$ cat src/rtl/note_sequencer.sv
// note_sequencer: plays one note (or rest, code 63) per valid/ready request as a square wave.
// Build option NOTE_GAP_EN adds GAP_TICKS silent ticks after every non-zero-length note.
module note_sequencer #(
   parameter int TICK_DIV  = 25000,
   parameter int DUR_W     = 8,
   parameter int GAP_TICKS = 10
) (
   input  logic             clk,
   input  logic             rst_n,
   input  logic             note_valid,
   output logic             note_ready,
   input  logic [5:0]       note_code,
   input  logic [DUR_W-1:0] note_dur,
   output logic             speaker,
   output logic             busy,
   output logic             done,
   output logic [2:0]       cur_octave,
   output logic [3:0]       cur_note,
   output logic [1:0]       fsm_state
);
   localparam int TW = $clog2(TICK_DIV);

   if (TICK_DIV < 2 || GAP_TICKS < 1) begin : g_bad_param
      $error("note_sequencer: TICK_DIV must be >= 2 and GAP_TICKS >= 1");
   end

   typedef enum logic [1:0] {
      S_IDLE = 2'd0,
      S_PLAY = 2'd1,
      S_GAP  = 2'd2,
      S_DONE = 2'd3
   } state_t;

   state_t           state_q, state_d;
   logic             accept;
   logic [TW-1:0]    tick_cnt;
   logic [DUR_W-1:0] dur_cnt;
   logic [8:0]       note_cnt;
   logic [7:0]       oct_cnt;
   logic             rest_q, speaker_q;
   logic             tick_wrap, play_end, note_exp, tone_edge;
   logic [2:0]       div_q;
   logic [1:0]       rem_hi;
   logic [3:0]       div_r;

   // Divisor minus one, so the note counter runs 0..D-1.
   function automatic logic [8:0] div_m1(input logic [3:0] r);
      case (r)
         4'd0:    return 9'd511;
         4'd1:    return 9'd482;
         4'd2:    return 9'd455;
         4'd3:    return 9'd430;
         4'd4:    return 9'd405;
         4'd5:    return 9'd383;
         4'd6:    return 9'd361;
         4'd7:    return 9'd341;
         4'd8:    return 9'd322;
         4'd9:    return 9'd303;
         4'd10:   return 9'd286;
         default: return 9'd270;
      endcase
   endfunction

   function automatic logic [7:0] pre_m1(input logic [2:0] q);
      return 8'((9'd256 >> q) - 9'd1);
   endfunction

   // code/12 == code[5:2]/3 because 12 = 3*4; the low two bits pass straight into the remainder.
   always_comb begin
      case (note_code[5:2])
         4'd0, 4'd1, 4'd2:    div_q = 3'd0;
         4'd3, 4'd4, 4'd5:    div_q = 3'd1;
         4'd6, 4'd7, 4'd8:    div_q = 3'd2;
         4'd9, 4'd10, 4'd11:  div_q = 3'd3;
         4'd12, 4'd13, 4'd14: div_q = 3'd4;
         default:             div_q = 3'd5;
      endcase
      rem_hi = 2'(note_code[5:2] - 4'(3 * div_q));
      div_r  = {rem_hi, note_code[1:0]};
   end

   // Handshake: a request transfers on the rising edge where note_valid && note_ready;
   // note_ready is high only in IDLE, and inputs are ignored on every other edge.
   assign accept    = note_valid && note_ready;
   assign tick_wrap = (tick_cnt == TW'(TICK_DIV - 1));
   assign play_end  = (state_q == S_PLAY) && tick_wrap && (dur_cnt == DUR_W'(1));
   assign note_exp  = (note_cnt == div_m1(cur_note));
   assign tone_edge = note_exp && (oct_cnt == 8'd0);

`ifdef NOTE_GAP_EN
   localparam int GW = $clog2(GAP_TICKS) + 1;
   logic [GW-1:0] gap_cnt;
   logic          gap_end;
   assign gap_end = tick_wrap && (gap_cnt == GW'(GAP_TICKS - 1));
`endif

   always_ff @(posedge clk) begin
      if (!rst_n) state_q <= S_IDLE;
      else        state_q <= state_d;
   end

   always_comb begin
      state_d = state_q;
      case (state_q)
         S_IDLE: if (accept) state_d = (note_dur == '0) ? S_DONE : S_PLAY;
`ifdef NOTE_GAP_EN
         S_PLAY: if (play_end) state_d = S_GAP;
         S_GAP:  if (gap_end)  state_d = S_DONE;
`else
         S_PLAY: if (play_end) state_d = S_DONE;
`endif
         default: state_d = S_IDLE;
      endcase
   end

   always_comb begin
      note_ready = rst_n && (state_q == S_IDLE);
      busy       = (state_q != S_IDLE);
      done       = (state_q == S_DONE);
   end

   assign speaker   = speaker_q;
   assign fsm_state = state_q;

   always_ff @(posedge clk) begin
      if (!rst_n) begin
         cur_octave <= '0;
         cur_note   <= '0;
         rest_q     <= 1'b0;
         dur_cnt    <= '0;
         tick_cnt   <= '0;
         note_cnt   <= '0;
         oct_cnt    <= '0;
         speaker_q  <= 1'b0;
`ifdef NOTE_GAP_EN
         gap_cnt    <= '0;
`endif
      end else begin
         case (state_q)
            S_IDLE: if (accept) begin
               cur_octave <= div_q;
               cur_note   <= div_r;
               rest_q     <= &note_code;
               dur_cnt    <= note_dur;
               tick_cnt   <= '0;
               note_cnt   <= '0;
               oct_cnt    <= pre_m1(div_q);
`ifdef NOTE_GAP_EN
               gap_cnt    <= '0;
`endif
            end
            S_PLAY: begin
               tick_cnt <= tick_wrap ? '0 : tick_cnt + 1'b1;
               if (tick_wrap) dur_cnt <= dur_cnt - 1'b1;
               if (note_exp) begin
                  note_cnt <= '0;
                  oct_cnt  <= (oct_cnt == 8'd0) ? pre_m1(cur_octave) : oct_cnt - 1'b1;
               end else begin
                  note_cnt <= note_cnt + 1'b1;
               end
               // Leaving PLAY beats a coincident toggle so the pin always parks low.
               if (play_end)                    speaker_q <= 1'b0;
               else if (tone_edge && !rest_q)   speaker_q <= ~speaker_q;
            end
`ifdef NOTE_GAP_EN
            S_GAP: begin
               tick_cnt  <= tick_wrap ? '0 : tick_cnt + 1'b1;
               if (tick_wrap) gap_cnt <= gap_cnt + 1'b1;
               speaker_q <= 1'b0;
            end
`endif
            default: speaker_q <= 1'b0;
         endcase
      end
   end
endmodule

$ cat config.mk
export PLATFORM = sky130hd
export DESIGN_NAME = note_sequencer
export DESIGN_NICKNAME = d
export VERILOG_FILES = /design/src/rtl/note_sequencer.sv
export SDC_FILE = /design/constraint.sdc
export NUM_CORES = 1
export LEC_CHECK = 0
export ABC_AREA = 1
export BUFFER_PORTS_ARGS = -buffer_cell sky130_fd_sc_hd__buf_2
export CORE_MARGIN = 4
export CORE_UTILIZATION = 35
export CTS_BUF_LIST = sky130_fd_sc_hd__clkbuf_8
export DETAILED_ROUTE_END_ITERATION = 6
export PLACE_DENSITY = 0.48
export SETUP_SLACK_MARGIN = 0.4
export SLEW_MARGIN = 40
export SYNTH_ARGS = -nofsm -noshare
export SYNTH_HDL_FRONTEND = slang
export SYNTH_SLANG_ARGS = --single-unit
$ cat constraint.sdc
create_clock -name clk -period 4.1 [get_ports clk]
set_clock_uncertainty 0.2 [all_clocks]
set_input_delay 0.205 -clock clk [delete_from_list [all_inputs] [get_ports clk]]
set_output_delay 0.205 -clock clk [all_outputs]
set_load 0.03 [all_outputs]
Word-level counts from Yosys, hierarchy flattened
Memories as Yosys holds them, arrays and structs flattened. A register that Yosys moved wholly into a read port is not among the register bits.
Cells that the tools add are included.
Widths: inputs -> output; s select.
{"block": "totals", "mem_bits_rw": 0, "mem_bits_ro": 176, "ff_bits": 51, "word_cells": 74, "mem_count": 2, "out_inout_bits": 13, "latch_bits": 0}
{"memory": "(no name shown)", "depth": 16, "width": 8, "read_ports": 1, "rd_clocked_by_memory_dff": 1, "write_ports": 0, "line_no": "48", "rtl": "case (r)"}
{"memory": "(no name shown)", "depth": 16, "width": 3, "read_ports": 1, "rd_clocked_by_memory_dff": 0, "write_ports": 0, "line_no": "70", "rtl": "case (note_code[5:2])"}
{"block": "op_classes", "n_eq_ne": 10, "add_sub_neg": 7, "mul": 1, "n_shift": 2, "bitwise_logic": 2, "div_mod_pow": 0, "n_reduce_logical": 19, "order_cmp": 0, "n_mux": 22}
{"cell": "$mux 8", "n": 5}
{"cell": "$pmux 8 s2", "n": 2}
{"cell": "$sub 8x1->8 const B", "n": 4}
{"cell": "$mux 15", "n": 2}
{"cell": "$pmux 15 s2", "n": 1}
{"cell": "$mux 9", "n": 2}
{"cell": "$pmux 9 s2", "n": 1}
{"cell": "$shr 9x3->8 const A", "n": 2}
{"cell": "$logic_not 8->1", "n": 2}
{"cell": "$add 15x1->15 const B", "n": 1}
{"cell": "$eq 15x15->1 const B", "n": 1}
{"cell": "$add 9x1->9 const B", "n": 1}
{"cell": "$eq 9x9->1", "n": 1}
{"cell": "$eq 8x1->1 const B", "n": 1}
{"cell": "$mux 4", "n": 2}
{"cell": "$ne 2x2->1 const B", "n": 4}
{"cell": "$reduce_and 2->1", "n": 4}
{"cell": "$logic_and 1x1->1", "n": 6}
{"cell": "$mux 2", "n": 3}
{"cell": "$reduce_and 3->1", "n": 2}
{"cell": "$reduce_and 6->1", "n": 1}
{"cell": "$pmux 2 s2", "n": 1}
{"cell": "$reduce_bool 2->1", "n": 2}
{"cell": "$mul 2x3->2 const A", "n": 1}
{"cell": "9 further kinds", "n": 11}

Longest topological paths before layout
Gate-level depths: netlist of run 1.
{"block": "depth", "ltp_word": 6, "mapped_depth": 13}

Least setup slack after synthesis of run 1
OpenSTA, ideal clock, no wires.
{"block": "synth_timing", "kind": "register -> register", "startpoint": "register state_q[0], in the netlist fsm_state[0]", "endpoint": "register (tool-made name)", "slack_ps": 1624, "stages_incl_launch_ff": 11, "synth_period_minus_slack_ps": 2476, "setup_ps": 112, "t_arrival_ps": 2164, "path_cell_list": "dfxtp_1 > or2_4 > nor2_8 > nand2_8 > inv_8 > o31ai_1 > inv_1 > ha_1 > xor2_1 > nand2_1 > nand2_1"}
{"item": "start, declared", "line_no": "34", "rtl": "state_t state_q, state_d;"}
{"item": "start signal, assigned", "line_no": "99", "rtl": "else state_q <= state_d;"}

Final worst setup path of run 1
{"block": "layout_timing", "startpoint": "register state_q[1], in the netlist fsm_state[1]", "endpoint": "register dur_cnt[1]"}
{"block": "layout_via", "elab_chain_cells": 5, "elab_cells_between_ends": 9}
{"item": "$logic_not 2->1", "line_no": "117, 139"}
{"item": "$logic_and 1x1->1", "line_no": "117", "rtl": "note_ready = rst_n && (state_q == S_IDLE);"}
{"item": "$logic_and 1x1->1", "line_no": "84", "rtl": "assign accept = note_valid && note_ready;"}
{"item": "$ne 2x2->1 (no source line)"}
{"item": "$reduce_and 3->1 (no source line)"}
{"item": "end signal, assigned", "line_no": "144", "rtl": "dur_cnt <= note_dur;"}
{"item": "end signal, assigned", "line_no": "154", "rtl": "if (tick_wrap) dur_cnt <= dur_cnt - 1'b1;"}
{"item": "end, declared", "line_no": "37", "rtl": "logic [DUR_W-1:0] dur_cnt;"}
Several ways; a longest one is shown, not always the timed one.
A chain may end at the register's enable or synchronous reset.

==> results of run 1 <==
-- cell usage in the layout (no fill, tap or decap), types with 9 or more instances in the layout --
master	Yosys	final
inv_1	70	71
nor3_1	14	14
a21oi_1	36	36
dfxtp_1	59	59
o21ai_0	36	36
dlygate4sd3_1	0	10
nor2_1	42	42
ha_1	11	11
clkbuf_8	0	12
buf_2	5	29
nand3_1	36	36
nand4_1	9	9
nand2_1	149	149
-- synthesized netlist by cell type (all sizes together) (5+ instances only) --
cell / n
nand2: 155
inv: 76
dfxtp: 59
nor2: 46
o21ai: 44
nand3: 37
a21oi: 36
nor3: 15
ha: 11
nand4: 9
buf: 8
a31oi: 7
nor4: 6
a221oi: 5
xor2: 5
-- logic make-up after synthesis --
| logic type | Yosys count | share of synthesized area |
|---|---|---|
| AND/OR/NAND/NOR | 275 | 0.3475 |
| AO/OA/AOI/OAI | 103 | 0.1596 |
| buffers and inverters | 91 | 0.1071 |
| flip-flops | 59 | 0.3261 |
| adder cells (fa/ha/maj) | 11 | 0.03800 |
| XOR/XNOR | 9 | 0.02176 |
-- critical path, delay by kind of cell (launching register included) --
kind / cells / cell delay [ns]
AO/OA/AOI/OAI: 1 / 0.17
flip-flops: 1 / 0.37
buffers and inverters: 4 / 0.57
AND/OR/NAND/NOR: 4 / 1.13
-- power by group through the flow --
stage | sequential (mW) | clock, mW | combinational (mW)
finish | 0.650 | 0.571 | 0.349
global route | 0.656 | 0.610 | 0.402
CTS | 0.650 | 0.595 | 0.351
detailed placement | 0.663 | 0 | 0.343
global placement | 0.663 | 0 | 0.343
floorplan | 0.667 | 0 | 0.259
-- metrics by stage --
stage	hold WS, ns	setup slack (ns)
after CTS	0.001129	1.500
final	0.02608	1.521
after global placement	0.2549	1.470
after floorplan	0.1472	1.624
after global routing	0.02229	1.230
after detailed placement	0.2594	1.516
-- per-layer routing --
metal / vias up / GRT usage / part of all wire
li1: 1880 / - / -
met1: 1644 / 0.2020 / 0.48
met2: 53 / 0.2698 / 0.47
met3: 9 / 0.04228 / 0.034
met4: 0 / 0.04809 / 0.011
met5: - / 0 / 0
-- worst min path at each step --
| stage | to | start | slack [ns] |
|---|---|---|---|
| floorplan | dur_cnt[1] | note_dur[1] | 0.15 |
| global placement | tick_cnt[9] | tick_cnt[9] | 0.25 |
| detailed placement | tick_cnt[9] | tick_cnt[9] | 0.26 |
| CTS | cur_note[1] | note_valid | 0.001 |
| global route | cur_octave[1] | note_valid | 0.02 |
| finish | cur_octave[1] | note_valid | 0.03 |
-- cell type report --
type,count,area share
inverter,80,0.07759
timing repair buffer,40,0.06028
tap,133,0.03969
sequential,59,0.2817
multi-input combinational,398,0.4897
clock inverter,4,0.01164
clock buffer,12,0.03939
==> out/qor.yml, run 1 <==
status: "finished, final reports clean"
synthFlopType: "dfxtp_1"
ios: 30
synth.distinct_cells: 45
hold_buffers: 10
syn_area_per_cell_um2: 6.610
p_per_area_nw_per_um2: 374.4
drtIter0Drc: 180
startpoint: "fsm_state[1]"
min_period_ns: 2.579
synth_area_leaders: "dfxtp_1 (33%), nand2_1 (15%), inv_1 (7.3%), a21oi_1 (5.0%), nand3_1 (5.0%)"
synth-seq-cells: 59
cts-resized-gates: 0
ir_drop_uv: 129.3
p_leak_nw: 1.809
die_h_um: 109.7
route.detailed.drc: 0
fmax_mhz: 387.8
multi_input_area_um2: 2053
p_switching_uw: 503.9
crit_chain: "inv_1 -> nand2_1 -> inv_2 -> nor2_8 -> inv_6 -> nand2_4 -> clkinv_4 -> o21ai_0 -> nor2_1"
clockPowerShare: 0.364
p_int_mw: 1.066
relSlewSlack: 0.5140
tritoncts: "done"
utilization: 0.4231
htree_levels: 3
drv_slew: 0
grt_pass1_vias: 3381
rows: 36
worstPathMaxFanout: 24
hold_class: "in -> reg"
finalPower_mw: 1.570
synth_warnings: 0
start_kind: "flop"
cp-end-kind: "flop"
syn_nets: 576
fp.dieW_um: 109.7
worstRegToRegCells: 9
yosys.area.top_type: "dfxtp_1"
clk_pin_slew_ns: 0.08
area_delta_synth_final_pct: 15.75
cts_root_buffer: "clkbuf_8"
crit_end: "dur_cnt[1]"
drv_cap: 0
place.gp.congestion: 0.8026
final_area_um2: 4193
instances_no_fill: 726
seq_area_frac_synth: 0.3261
clk_path_buf_depth: 2
grtUsageTotal: 0.1609
power_frac_comb: 0.222
path_class: "reg -> reg"
coreArea_um2: 9910
slowest_stage: "nand2_1"
worstPathArrival_ns: 2.60
grt_pass1_wl_mm: 15.45
p_sw_frac: 0.3210
pwr-share-seq: 0.414
rr_startpoint: "fsm_state[1]"
clock-sinks: 59
dp_hpwl_mm: 6.448
vias: 3586
post-cts-setup-buffers: 0
final_layout_size_suffix_gt1_frac: 0.1164
min_period_over_period: 0.6290
grt_max_degree: 29
nFillCells: 1049
rsz0062_at_grt: "false"
routed_wl_mm: 8.940
vias_per_cell: 4.939
grt_antenna_before_repair: 0
synth_edf_count: 0
numPortBuffers: 29
r2r_slack_ns: 1.52
n_antenna_cell: 0
netlist_area_um2: 3622
cts_buffers: 9
synth_top_area_share: 0.3261
hold_depth: 3
seqCellArea_um2: 1181
slowest_delay_ns: 0.53
antenna_left: 0
first_pass_iters: 4
r2r_end: "dur_cnt[1]"
tightestPinTransition_ns: 0.7273
placed_cells: 700
final_nets: 616
die_area_um2: 12040
netlist_instances: 548
setup_violations: 0
wl_per_cell_um: 12.31
initial_core_util: 0.3655
finalHoldViolCount: 0
grt-ovfl-total: 0
dpl_cell_area_um2: 3879
timing.setup.tns_ns: 0
cp.required_ns: 4.12
clk-insertion-delay-late_ns: 0.35
synth-async-reset-ratio: 0
(Power assumes the default switching activity.)
==> run 2, diff against run 1 <==
clock period = 2.7 ns   (was 4.1 ns; I/O delays follow)
==> out/qor.yml, run 2 (same netlist as run 1, synthesis figures left out) <==
fp.dieW_um: 109.7
timing.final.ws_setup_ns: 0.6020
cts_root_buffer: "clkbuf_8"
path_class: "reg -> reg"
place.gp.congestion: 0.8647
grtUsageMet1: 0.2139
timing.setup.tns_ns: 0
clk_pin_slew_ns: 0.07
worstPathArrival_ns: 2.13
finalPower_mw: 2.435
final_common_cell: "nand2_1"
grtUsageTotal: 0.1673
status: "finished, final reports clean"
hold_depth: 5
drv_slew: 0
rsz0062_at_grt: "false"
r2r_slack_ns: 0.60
vias_per_cell: 4.847
clk_path_buf_depth: 2
clock-sinks: 59
grt_pass1_vias: 3470
htree_levels: 3
grt_max_degree: 25
route.detailed.drc: 0
startpoint: "fsm_state[1]"
coreArea_um2: 9910
final_area_um2: 4283
mostFrequentLayoutCells: "nand2_1 (149), inv_1 (69), dfxtp_1 (57)"
use_met3: 0.03641
tightestPinTransition_ns: 0.4203
worstPathMaxFanout: 10
vias: 3548
nFillCells: 1052
cts_buffers: 9
place_ws_ns: 0.5088
first_pass_iters: 5
routed_wl_mm: 9.216
final_nets: 622
grt-ovfl-total: 0
p_leak_nw: 1.841
drv_cap: 0
grt_pass1_wl_mm: 15.99
antenna_left: 0
numPortBuffers: 29
min_period_over_period: 0.7770
worstRegToRegCells: 10
tritoncts: "done"
p_per_area_nw_per_um2: 568.5
rr_startpoint: "fsm_state[1]"
n_antenna_cell: 0
area_delta_synth_final_pct: 18.24
ios: 30
placed_cells: 702
cp.required_ns: 2.73
whs_ns: 0.07877
rows: 36
instances_no_fill: 732
utilization: 0.4322
setup_violations: 0
grt_busiest_layer: "met2"
finalHoldViolCount: 0
holdPathEnd: "cur_octave[1]"
final_layout_size_suffix_gt1_frac: 0.1302
initial_core_util: 0.3655
dp_hpwl_mm: 6.705
relSlewSlack: 0.7198
fmax_mhz: 476.6
cp-end-kind: "flop"
min_period_ns: 2.098
hold_class: "in -> reg"
min_from: "note_code[5]"
clk-insertion-delay-late_ns: 0.33
die_h_um: 109.7
drtIter0Drc: 186
use_met2: 0.2786
wl_per_cell_um: 12.59
ir_drop_uv: 221.6
grt_antenna_before_repair: 0
start_kind: "flop"
dpl_cell_area_um2: 3914
die_area_um2: 12040
[run 2: changes by cell type in the layout (fill, tap and decap cells not counted), moves of 2 or more]
cell / before / now
dlygate4sd3_1: 10 / 14
clkbuf_8: 12 / 9
buf_4: 1 / 3
clkinv_2: 0 / 2
dfxtp_1: 59 / 57
dfxtp_2: 0 / 2
inv_1: 71 / 69
[run 2: worst max-delay path by stage]
stage	slack [ns]	to	cells after the start
detailed placement	0.51	flop	8
floorplan	0.43	flop	11
global placement	0.58	flop	10
CTS	0.51	flop	8
finish	0.60	flop	10
global route	0.43	flop	10
[run 2: area by class of cell]
cell class	count	area (um2)	area share
multi-input combinational	398	2083	0.4864
sequential	59	1184	0.2764
inverter	80	325.3	0.07596
timing repair buffer	46	307.8	0.07187
tap	133	166.4	0.03885
clock buffer	9	123.9	0.02892
clock inverter	7	92.59	0.02162
[run 2: metal layers]
layer / up-vias / part of all wire
met5: - / 0
met4: 0 / 0.015
met3: 13 / 0.052
met2: 70 / 0.45
met1: 1573 / 0.49
li1: 1892 / -
[run 2: worst max-delay path: stages, from the launching register on]
cell and delay (ns):
dfxtp_2 0.34, or2_4 0.28, nor2_8 0.15, nand2_8 0.09, inv_8 0.11, nand2_1 0.13, o31ai_4 0.11, inv_2 0.11
ha_1 0.22, nor3_1 0.18, o21ai_1 0.08
[run 2: power by group]
part / switching [mW] / internal (mW)
Sequential: 0.0533 / 0.937
Combinational: 0.355 / 0.194
Clock: 0.379 / 0.516
Total: 0.787 / 1.65
[run 2: timing repair]
item,in CTS,in global routing
hold buffers,14,0
endpoints found under the hold margin,13,0
endpoints found under the setup margin,0,4
buffers inserted,0,0
gates resized for setup,0,3
